<file path="src/rtl/stage_2_dispatch.sv">
// stage_2_dispatch: buffers stage-1 result bundles in a 2-entry FIFO, runs both
// operands of each bundle through a shared CORDIC core and hands the completed
// bundle to stage 3 over a valid/ready handshake.
module stage_2_dispatch #(
  parameter int unsigned FLT_DATA_WIDTH    = 32,
  parameter int unsigned CORDIC_DATA_WIDTH = 22
) (
  input  logic                         clk,
  input  logic                         rst,
  input  logic                         clk_en,
  input  logic                         in_done,
  input  logic [CORDIC_DATA_WIDTH-1:0] in_one,
  input  logic [CORDIC_DATA_WIDTH-1:0] in_two,
  input  logic [FLT_DATA_WIDTH-1:0]    in_half_one,
  input  logic [FLT_DATA_WIDTH-1:0]    in_half_two,
  input  logic [FLT_DATA_WIDTH-1:0]    in_square_one,
  input  logic [FLT_DATA_WIDTH-1:0]    in_square_two,
  output logic                         cordic_start,
  output logic [CORDIC_DATA_WIDTH-1:0] cordic_angle,
  input  logic                         cordic_done,
  input  logic [CORDIC_DATA_WIDTH-1:0] cordic_result,
  output logic                         out_valid,
  input  logic                         out_ready,
  output logic [CORDIC_DATA_WIDTH-1:0] cos_one,
  output logic [CORDIC_DATA_WIDTH-1:0] cos_two,
  output logic [FLT_DATA_WIDTH-1:0]    half_one,
  output logic [FLT_DATA_WIDTH-1:0]    half_two,
  output logic [FLT_DATA_WIDTH-1:0]    square_one,
  output logic [FLT_DATA_WIDTH-1:0]    square_two,
  output logic                         busy,
  output logic                         overflow
);

  localparam int unsigned FW = FLT_DATA_WIDTH;
  localparam int unsigned CW = CORDIC_DATA_WIDTH;
  localparam int unsigned PW = 4 * FW;     // half/square pass-through fields
  localparam int unsigned WW = CW + PW;    // working copy: operand two + pass-through
  localparam int unsigned EW = CW + WW;    // full FIFO entry

  typedef enum logic [2:0] {
    S_IDLE = 3'd0,
    S_L1   = 3'd1,
    S_W1   = 3'd2,
    S_L2   = 3'd3,
    S_W2   = 3'd4,
    S_OUT  = 3'd5
  } state_e;

  state_e          state_q, state_d;

  logic [EW-1:0]   fifo_q [2];
  logic [1:0]      cnt_q, cnt_d;
  logic            wr_ptr_q, rd_ptr_q;
  logic            overflow_q;
  logic [EW-1:0]   entry_c, head_c;
  logic            pop_c, push_ok_c, drop_c;

  logic [WW-1:0]   work_q, work_d;
  logic            start_q, start_d;
  logic [CW-1:0]   angle_q, angle_d;
  logic [CW-1:0]   cos_one_q, cos_one_d;
  logic [CW-1:0]   cos_two_q, cos_two_d;
  logic [PW-1:0]   pass_q, pass_d;
  logic            valid_q, valid_d;
  logic            busy_q;

  assign entry_c = {in_one, in_two, in_half_one, in_half_two, in_square_one, in_square_two};
  assign head_c  = fifo_q[rd_ptr_q];

  // FIFO occupancy: a push alongside a pop always fits, otherwise a full FIFO drops it
  always_comb begin
    push_ok_c = in_done && ((cnt_q != 2'd2) || pop_c);
    drop_c    = in_done && !push_ok_c;
    cnt_d     = cnt_q;
    if (push_ok_c && !pop_c) begin
      cnt_d = cnt_q + 2'd1;
    end else if (!push_ok_c && pop_c) begin
      cnt_d = cnt_q - 2'd1;
    end
  end

  // Next-state and next-output logic for the dispatch sequencer
  always_comb begin
    state_d   = state_q;
    pop_c     = 1'b0;
    work_d    = work_q;
    start_d   = 1'b0;
    angle_d   = angle_q;
    cos_one_d = cos_one_q;
    cos_two_d = cos_two_q;
    pass_d    = pass_q;
    valid_d   = valid_q;
    case (state_q)
      S_IDLE: begin
        if (cnt_q != 2'd0) begin
          pop_c   = 1'b1;
          work_d  = head_c[WW-1:0];
          start_d = 1'b1;
          angle_d = head_c[EW-1 -: CW];
          state_d = S_L1;
        end
      end
      S_L1: state_d = S_W1;
      S_W1: begin
        if (cordic_done) begin
          cos_one_d = cordic_result;
          start_d   = 1'b1;
          angle_d   = work_q[WW-1 -: CW];
          state_d   = S_L2;
        end
      end
      S_L2: state_d = S_W2;
      S_W2: begin
        if (cordic_done) begin
          cos_two_d = cordic_result;
          pass_d    = work_q[PW-1:0];
          valid_d   = 1'b1;
          state_d   = S_OUT;
        end
      end
      S_OUT: begin
        if (valid_q && out_ready) begin
          valid_d = 1'b0;
          state_d = S_IDLE;
        end
      end
      default: state_d = S_IDLE;
    endcase
  end

  // Sequencer state register
  always_ff @(posedge clk or negedge rst) begin
    if (!rst) begin
      state_q <= S_IDLE;
    end else if (clk_en) begin
      state_q <= state_d;
    end
  end

  // FIFO storage, pointers, count and sticky drop flag
  always_ff @(posedge clk or negedge rst) begin
    if (!rst) begin
      fifo_q[0]  <= '0;
      fifo_q[1]  <= '0;
      cnt_q      <= 2'd0;
      wr_ptr_q   <= 1'b0;
      rd_ptr_q   <= 1'b0;
      overflow_q <= 1'b0;
    end else if (clk_en) begin
      if (push_ok_c) begin
        fifo_q[wr_ptr_q] <= entry_c;
        wr_ptr_q         <= ~wr_ptr_q;
      end
      if (pop_c) begin
        rd_ptr_q <= ~rd_ptr_q;
      end
      cnt_q <= cnt_d;
      if (drop_c) begin
        overflow_q <= 1'b1;
      end
    end
  end

  // Working bundle and registered outputs
  always_ff @(posedge clk or negedge rst) begin
    if (!rst) begin
      work_q    <= '0;
      start_q   <= 1'b0;
      angle_q   <= '0;
      cos_one_q <= '0;
      cos_two_q <= '0;
      pass_q    <= '0;
      valid_q   <= 1'b0;
      busy_q    <= 1'b0;
    end else if (clk_en) begin
      work_q    <= work_d;
      start_q   <= start_d;
      angle_q   <= angle_d;
      cos_one_q <= cos_one_d;
      cos_two_q <= cos_two_d;
      pass_q    <= pass_d;
      valid_q   <= valid_d;
      busy_q    <= (state_q != S_IDLE) || (cnt_q != 2'd0);
    end
  end

  assign cordic_start = start_q;
  assign cordic_angle = angle_q;
  assign out_valid    = valid_q;
  assign cos_one      = cos_one_q;
  assign cos_two      = cos_two_q;
  assign half_one     = pass_q[3*FW +: FW];
  assign half_two     = pass_q[2*FW +: FW];
  assign square_one   = pass_q[FW +: FW];
  assign square_two   = pass_q[0 +: FW];
  assign busy         = busy_q;
  assign overflow     = overflow_q;

endmodule

</file>
<file path="config.mk">
export PLATFORM = sky130hd
export DESIGN_NAME = stage_2_dispatch
export DESIGN_NICKNAME = d
export VERILOG_FILES = /design/src/rtl/stage_2_dispatch.sv
export SDC_FILE = /design/constraint.sdc
export NUM_CORES = 1
export LEC_CHECK = 0
export ABC_AREA = 1
export BUFFER_PORTS_ARGS = -buffer_cell sky130_fd_sc_hd__buf_4
export CORE_ASPECT_RATIO = 2
export CORE_MARGIN = 4
export CORE_UTILIZATION = 40
export CTS_CLUSTER_SIZE = 28
export DETAILED_ROUTE_END_ITERATION = 16
export GPL_TIMING_DRIVEN = 0
export PLACE_DENSITY = 0.6
export SYNTH_ARGS = -nofsm -noshare
export SYNTH_HDL_FRONTEND = slang
export SYNTH_SLANG_ARGS = --single-unit
</file>
<file path="constraint.sdc">
create_clock -name clk -period 1.9 [get_ports clk]
set_clock_uncertainty 0.05 [all_clocks]
set_input_delay 0.285 -clock clk [delete_from_list [all_inputs] [get_ports clk]]
set_output_delay 0.285 -clock clk [all_outputs]
set_load 0.05 [all_outputs]
</file>
# After elaboration in Yosys (flattened, before gate mapping)
# Cells that the tools add are included.
# word_totals
input_bits	200
out_inout_bits	198
word_cells	83
reg_bits	699
# op_classes
eq_ne	10
add_sub_neg	2
order_cmp	3
muxes	23
reduce_logical	26
n_bitwise	4
# op_table
cell	count
$mux 172	4
$bwmux 344	1
$demux 172 s1	1
$mux 22	2
$pmux 22 s2	1
$pmux 3 s6	1
$mux 3	4
$ne 2x2->1 const B	5
$reduce_and 3->1	3
$reduce_and 2->1	4
$reduce_and 4->1	2
$reduce_bool 2->1	4
$eq 3x2->1 const B	2
$eq 3x3->1 const B	2
$logic_and 1x1->1	6
$mux 1	5
$reduce_and 5->1	1
$ge 2x2->1 const B	2
$mux 2	2
$not 1->2	2
$pmux 1 s2	2
$eq 3x1->1 const B	1
$logic_not 3->1	1
$reduce_bool 3->1	1
other kinds (6)	9

# Depth between registers and ports, before layout
# Gate-level depths: netlist of run 1.
# logic_depth
depth_word	9
ltp_mapped	11
depth_no_buf	10

# Worst setup path before layout of run 1
# Ideal clock, no wire load.
# synth_path
path_kind	reg-to-reg
startpoint	reg state_q[1]
endpoint	reg cnt_q[1]
synth_period_minus_slack_ns	1.772
setup_time_ns	0.131
arrival_time_ns	1.591
required_time_ns	1.719
path_slack_ns	0.128
path_stages_with_launch	12
path_buffers	1
cell_sequence	dfrtp_1 buf_2 clkinv_1 nand2_2 o21ai_4 and2_1 ha_1 inv_1 nand2_1 a21oi_1 o21ai_0 xor2_1
# synth_via
elab_chain_len	8
word_cells_on_any_way	11
cone_classes	2 x mux; 9 x reduce/logical
# synth_lines
element	line	text
start: declaration	49	state_e state_q, state_d;
start signal: assignment	136	state_q <= state_d;
$logic_not 3->1 *	93	case (state_q)
$mux 1 *	93	
$logic_or 1x1->1	72	push_ok_c = in_done && ((cnt_q != 2'd2) || pop_c);
$logic_and 1x1->1	72	
$logic_not 1->1	77	end else if (!push_ok_c && pop_c) begin
$logic_and 1x1->1	77	
$reduce_bool 2->1 (no source line)	n/a	
$reduce_and 2->1 (no source line)	n/a	
end signal: assignment	157	cnt_q <= cnt_d;
end: declaration	52	logic [1:0] cnt_q, cnt_d;
# Mark *: on every way between the ends. The rest lies on a longest branch, timed or not.
# A chain may end at the register's enable or synchronous reset.

# Worst setup path in the final report of run 1
# layout_path
startpoint	reg state_q[0]
endpoint	reg cnt_q[1]
# The elaborated chain is that of the path after synthesis.

==> results_dict.tcl, run 1 <==
set metrics [dict create \
    status "complete, but fails checks" \
    violations "hold timing" \
    core_region_area_um2 70600 \
    cts_buffer_depth 3 \
    drc 0 \
    clock_latency_ps 630 \
    path_cells "inv_2 -> nand2_2 -> o21ai_4 -> and2_4 -> ha_1 -> inv_1 -> nand2_1 -> a21oi_2 -> o21ai_2 -> xor2_1" \
    antenna_left 0 \
    tightest_slew_ps 685 \
    drtIter0Drc 1137 \
    yosysWarnings 0 \
    fin_util_pct 52.9 \
    detail_route.wl_per_cell_um 17.5 \
    multi_input_area_um2 8620 \
    cp.required_ps 2360 \
    portBuffers 397 \
    top_layer_used "met5" \
    wirelength_um 85900 \
    areaGrowthSynthToFinish_pct 31.2 \
    fp-row-count 138 \
    antenna_found_initial 8 \
    syn-cell-area_um2 28500 \
    finalSetupViolCount 0 \
    start_util_pct 40.4 \
    cts_sinks 699 \
    place_hpwl_um 60800 \
    seq_area_frac_synth_pct 61.4 \
    wl_met1_um 34200 \
    viasPerCell 4.73 \
    drive_above_1_share_pct 17.5 \
    vias 23300 \
    hold_violations 64 \
    synth_nets 3473 \
    maxSlewViolCount 0 \
    grt.total_usage_pct 22.4 \
    clockRootBuffer "clkbuf_16" \
    fmax_mhz 541 \
    ir_drop_uv 1080 \
    whs_ps -444 \
    relSlewSlack_pct 54.3 \
    ys.flop_type "dfrtp_1" \
    cp_top_family "flip-flops" \
    wl_met2_um 44400 \
    critPathSlowestCell "dfrtp_2" \
    min_period_over_period_pct 97.2 \
    grt-ovfl-total 0 \
    syn-mean-instance-area_um2 8.71 \
    numCtsBuffers 66 \
    cts.htree.levels 3 \
    power_density_nw_per_um2 1690 \
    rsz0062_at_grt "true" \
    synthCells 3272 \
    ys_seq_elements 699 \
    critical_path_class "reg -> reg" \
    cts_tree "done" \
    grt_pass1_wl_um 133000 \
    period_minus_slack_ps 1850 \
    synth_cell_types 27 \
    pin_count 398 \
    fin_cells 4915 \
    grt_pass1_vias 23700 \
    worst-path-buf-inv 2 \
    critPathMaxStageDelay_ps 460 \
    start_kind "flip-flop" \
    firstDrtPassIters 5 \
    fin_nets 4152 \
    synth_edf_count 0 \
    dp_cells 4585 \
    ys_async_sr_fraction_pct 100 \
    n_fill_cell 6674 \
    dr_wl_met3_um 4540 \
    die_x_um 197 \
    dieArea_um2 75800 \
    seqCellArea_um2 17500 \
    cap_violations 0 \
    cp-end-kind "flip-flop" \
    path_max_fanout 4 \
    hp-class "in -> async" \
    die-height_um 385 \
    post_cts_hold_buffer_count 195 \
    grt_max_degree 122 \
    clkTransAtPathRegs_ps 70 \
    p_leak_nw 19.4 \
    globalplace.congestion 0.845 \
    cp_data_arrival_time_ps 2310 \
]
## synthesized netlist by cell type (2+ instances only)
library cell	n	area, µm²
buf_6	35	394
buf_4	4	30.0
o21ai_0	378	1890
nor2_1	5	18.8
a21oi_1	2	10.0
inv_2	3	11.3
o21ai_1	309	1550
dfrtp_1	699	17500
nand3_2	4	40.0
nand3_1	30	150
o21ai_2	6	52.6
buf_1	11	41.3
nand2_1	1273	4780
inv_1	355	1330
clkbuf_1	108	405
xor2_1	3	26.3
buf_2	37	185
## area by class of cell
type	instances	share of cell area, %
antenna	5	0.0335
buffer	194	3.42
clock buffer	101	5.46
clock inverter	16	0.509
inverter	359	3.61
multi-input combinational	2018	23.1
sequential	699	46.8
tap	910	3.05
timing repair buffer	613	14.1
## registers in the layout, summed over array words and instances, names as in the netlist, 2 cells and up
register / count
cordic_angle: 22
work_q: 150
pass_q: 128
cos_one: 22
cos_two: 22
cnt_q: 2
state_q: 3
fifo_q: 344
## report_power, final
group | leakage, nW | internal (mW) | switching, mW
Clock | 1.10 | 7.96 | 5.79
Sequential | 8.96 | 21.1 | 3.00
Combinational | 9.34 | 8.18 | 17.0
## metal layers
metal	GRT usage [%]	up-vias
li1	-	11500
met5	0	-
met4	7.93	2
met2	39.9	526
met3	4.11	122
met1	27.0	11100
## worst reg2reg max path, cell delays in order, from the launching register on
cell	delay (ps)
dfrtp_2	460
inv_2	80
nand2_2	80
o21ai_4	200
and2_4	170
ha_1	220
inv_1	50
nand2_1	80
a21oi_2	130
o21ai_2	70
xor2_1	130
## what timing repair did
action                                 4_1_cts  5_1_grt
endpoints found under the hold margin      449       60
gates resized for setup                     72      113
setup buffers                               10        3
setup endpoints to repair                  634      451
pin swaps                                    4        2
gates cloned                                 0        2
## cell families (layout without fill, tap and decap cells)
logic type / after synthesis / after routing / share of synthesized area [%]
simple gates: 1317 / 1317 / 17.6
xor+xnor: 3 / 3 / 0.0922
other cells: 0 / 5 / 0
fa+ha+maj: 1 / 1 / 0.0439
flops: 699 / 699 / 61.4
compound gates: 697 / 697 / 12.4
buf+inv: 555 / 1283 / 8.49
## layout by cell type, fill, tap and decap left out, types with 2 or more instances in the layout
master,instances
nor2_1,5
buf_4,429
inv_2,2
clkbuf_2,68
nand3_2,2
clkbuf_1,47
o21ai_1,309
clkbuf_4,9
buf_2,22
clkbuf_16,73
buf_16,6
xor2_1,3
nor2_4,2
dfrtp_1,697
clkinv_2,9
dlygate4sd3_1,195
o21ai_4,2
clkbuf_8,15
dfrtp_2,2
inv_1,355
buf_6,36
buf_1,3
o21ai_2,6
nand3_4,2
nand3_1,30
buf_12,3
nand2_1,1273
o21ai_0,377
diode_2,5
bufinv_16,4
buf_8,2
## final timing paths
check,start,to,slack [ps],depth (start not counted)
setup reg to reg,state_q[0],cnt_q[1],50,10
setup / recovery,state_q[0],cnt_q[1],50,10
hold / removal,rst,cos_two[10],-440,1
hold reg to reg,fifo_q[0],fifo_q[0],430,2
min in group clk,cordic_done,state_q[1],90,5
max in group asynchronous,rst,pass_q[18],520,4
## per-stage QoR
stage | power, mW | hold slack, ps | cell area (µm²) | setup TNS (ps) | worst slack (ps)
floorplan | 40.3 | -60.6 | 28500 | 0 | 128
global placement | 48.3 | 412 | 32600 | -5346000 | -7560
detailed placement | 48.8 | 221 | 32800 | -210070 | -682
CTS | 63.5 | -473 | 37200 | 0 | 5.90
global route | 67.4 | -435 | 37400 | -261 | -63.1
finish | 63.0 | -444 | 37400 | 0 | 52.8
Power figures use the tool's default switching activity.
==> run 2, diff against run 1 <==
CTS_BUF_LIST = sky130_fd_sc_hd__clkbuf_4   (was not set)
CTS_CLUSTER_SIZE = not set   (was 28)
==> results_dict.tcl, run 2 (same netlist as run 1, synthesis figures left out) <==
set metrics [dict create \
    maxSlewViolCount 0 \
    cp.required_ps 1560 \
    hp-class "in -> async" \
    n_fill_cell 6312 \
    period_minus_slack_ps 1930 \
    numCtsBuffers 162 \
    grt-ovfl-total 0 \
    start_kind "flip-flop" \
    drive_above_1_share_pct 21.6 \
    cp_data_arrival_time_ps 1590 \
    viasPerCell 4.72 \
    path_cells "buf_6" \
    die-height_um 385 \
    core_region_area_um2 70600 \
    path_max_fanout 2 \
    grt.total_usage_pct 23.7 \
    critical_path_class "reg -> out" \
    clkTransAtPathRegs_ps 90 \
    hold_violations 91 \
    grt_pass1_vias 26500 \
    place_hpwl_um 60800 \
    tightest_slew_ps 646 \
    fp-row-count 138 \
    antenna_found_initial 12 \
    whs_ps -436 \
    finalInstanceArea_um2 40700 \
    areaGrowthSynthToFinish_pct 42.7 \
    regMostFlops "fifo_q" \
    die_x_um 197 \
    portBuffers 397 \
    layout_common_cells "1271 x nand2_1, 696 x dfrtp_1, 376 x o21ai_0" \
    pin_count 398 \
    dieArea_um2 75800 \
    final_common_cell "nand2_1" \
    largestRegisters "fifo_q (344), work_q (150), pass_q (128)" \
    min_period_over_period_pct 101 \
    antenna_left 0 \
    rsz0062_at_grt "true" \
    relSlewSlack_pct 56.9 \
    cp-end-kind "primary output" \
    grt_max_degree 122 \
    finalSetupViolCount 2 \
    detail_route.wl_per_cell_um 17.2 \
    critPathSlowestCell "dfrtp_2" \
    grt_pass1_wl_um 142000 \
    status "complete, but fails checks" \
    cts_sinks 699 \
    cts_tree "done" \
    place_area_um2 32800 \
    drc 0 \
    start_util_pct 40.4 \
    power_density_nw_per_um2 1600 \
    vias 25300 \
    cts.htree.levels 4 \
    critPathMaxStageDelay_ps 460 \
    globalplace.congestion 0.845 \
    firstDrtPassIters 5 \
    clockRootBuffer "clkbuf_4" \
    clock_latency_ps 970 \
    cp_top_family "flip-flops" \
    p_total_mw 64.9 \
    cts_buffer_depth 3 \
    ir_drop_uv 1010 \
    setup_ws_ps -25.2 \
    worst-path-buf-inv 1 \
    fin_nets 4511 \
    largest_reg_flops 344 \
    cap_violations 0 \
    p_leak_nw 21.0 \
    violations "hold timing, setup timing" \
    fmax_mhz 519 \
    wirelength_um 92000 \
    drtIter0Drc 1108 \
    fin_setup_tns_ps -26.6 \
]
run 2: worst paths after layout:
kind	to	depth (start not counted)	slack, ps	startpoint
worst max-delay path	cos_one[12]	1	-30	cos_one[12]
worst min-delay path	cos_two[13]	5	-440	rst
worst max register to register	cnt_q[1]	10	40	state_q[1]
worst min register to register	fifo_q[0]	2	430	fifo_q[0]
max in group asynchronous	work_q[23]	8	340	rst
min in group clk	fifo_q[266]	4	140	in_half_two[30]
run 2: metal layers:
layer,share of wire (%),track usage [%],vias to the layer above
met5,0,0,-
met4,4.6,10.7,0
met3,5.2,5.40,214
met2,52,42.3,671
met1,38,27.0,12000
li1,-,-,12300
run 2: where the power goes:
| part | switching [mW] | total, mW | leakage, nW | internal, mW |
|---|---|---|---|---|
| registers | 3.34 | 24.5 | 8.96 | 21.1 |
| clock network | 6.08 | 12.5 | 1.27 | 6.44 |
| logic | 17.5 | 27.9 | 10.8 | 10.4 |
| total | 26.9 | 64.9 | 21.0 | 38.0 |
run 2: what timing repair did:
action / 4_1_cts / 5_1_grt
hold buffers: 360 / 4
hold endpoints to repair: 679 / 90
buffers inserted: 49 / 56
gates resized for setup: 304 / 86
gates cloned: 0 / 3
pin swaps: 3 / 7
endpoints found under the setup margin: 839 / 652
run 2: final cells by class:
class                           instances  area (µm²)  area share (%)
Timing Repair Buffer                  875        8530            21.0
Clock buffer                          239        1790            4.41
Buffer                                195        1350            3.32
Sequential cell                       699       17500            43.0
Clock inverter                         48         327           0.803
Antenna cell                           12        30.0          0.0739
Inverter                              359        1350            3.33
Multi-Input combinational cell       2018        8640            21.3
Tap cell                              910        1140            2.80
run 2: metrics by stage:
step,worst slack (ps),util (%),hold slack [ps],cells
after detailed placement,-682,46.4,221,4585
after global placement,-7560,46.2,412,4579
after global routing,-132,57.6,-507,5349
after floorplan,128,-,-60.6,3272
after CTS,-173,56.5,-590,5280
final,-25.2,57.6,-436,5355
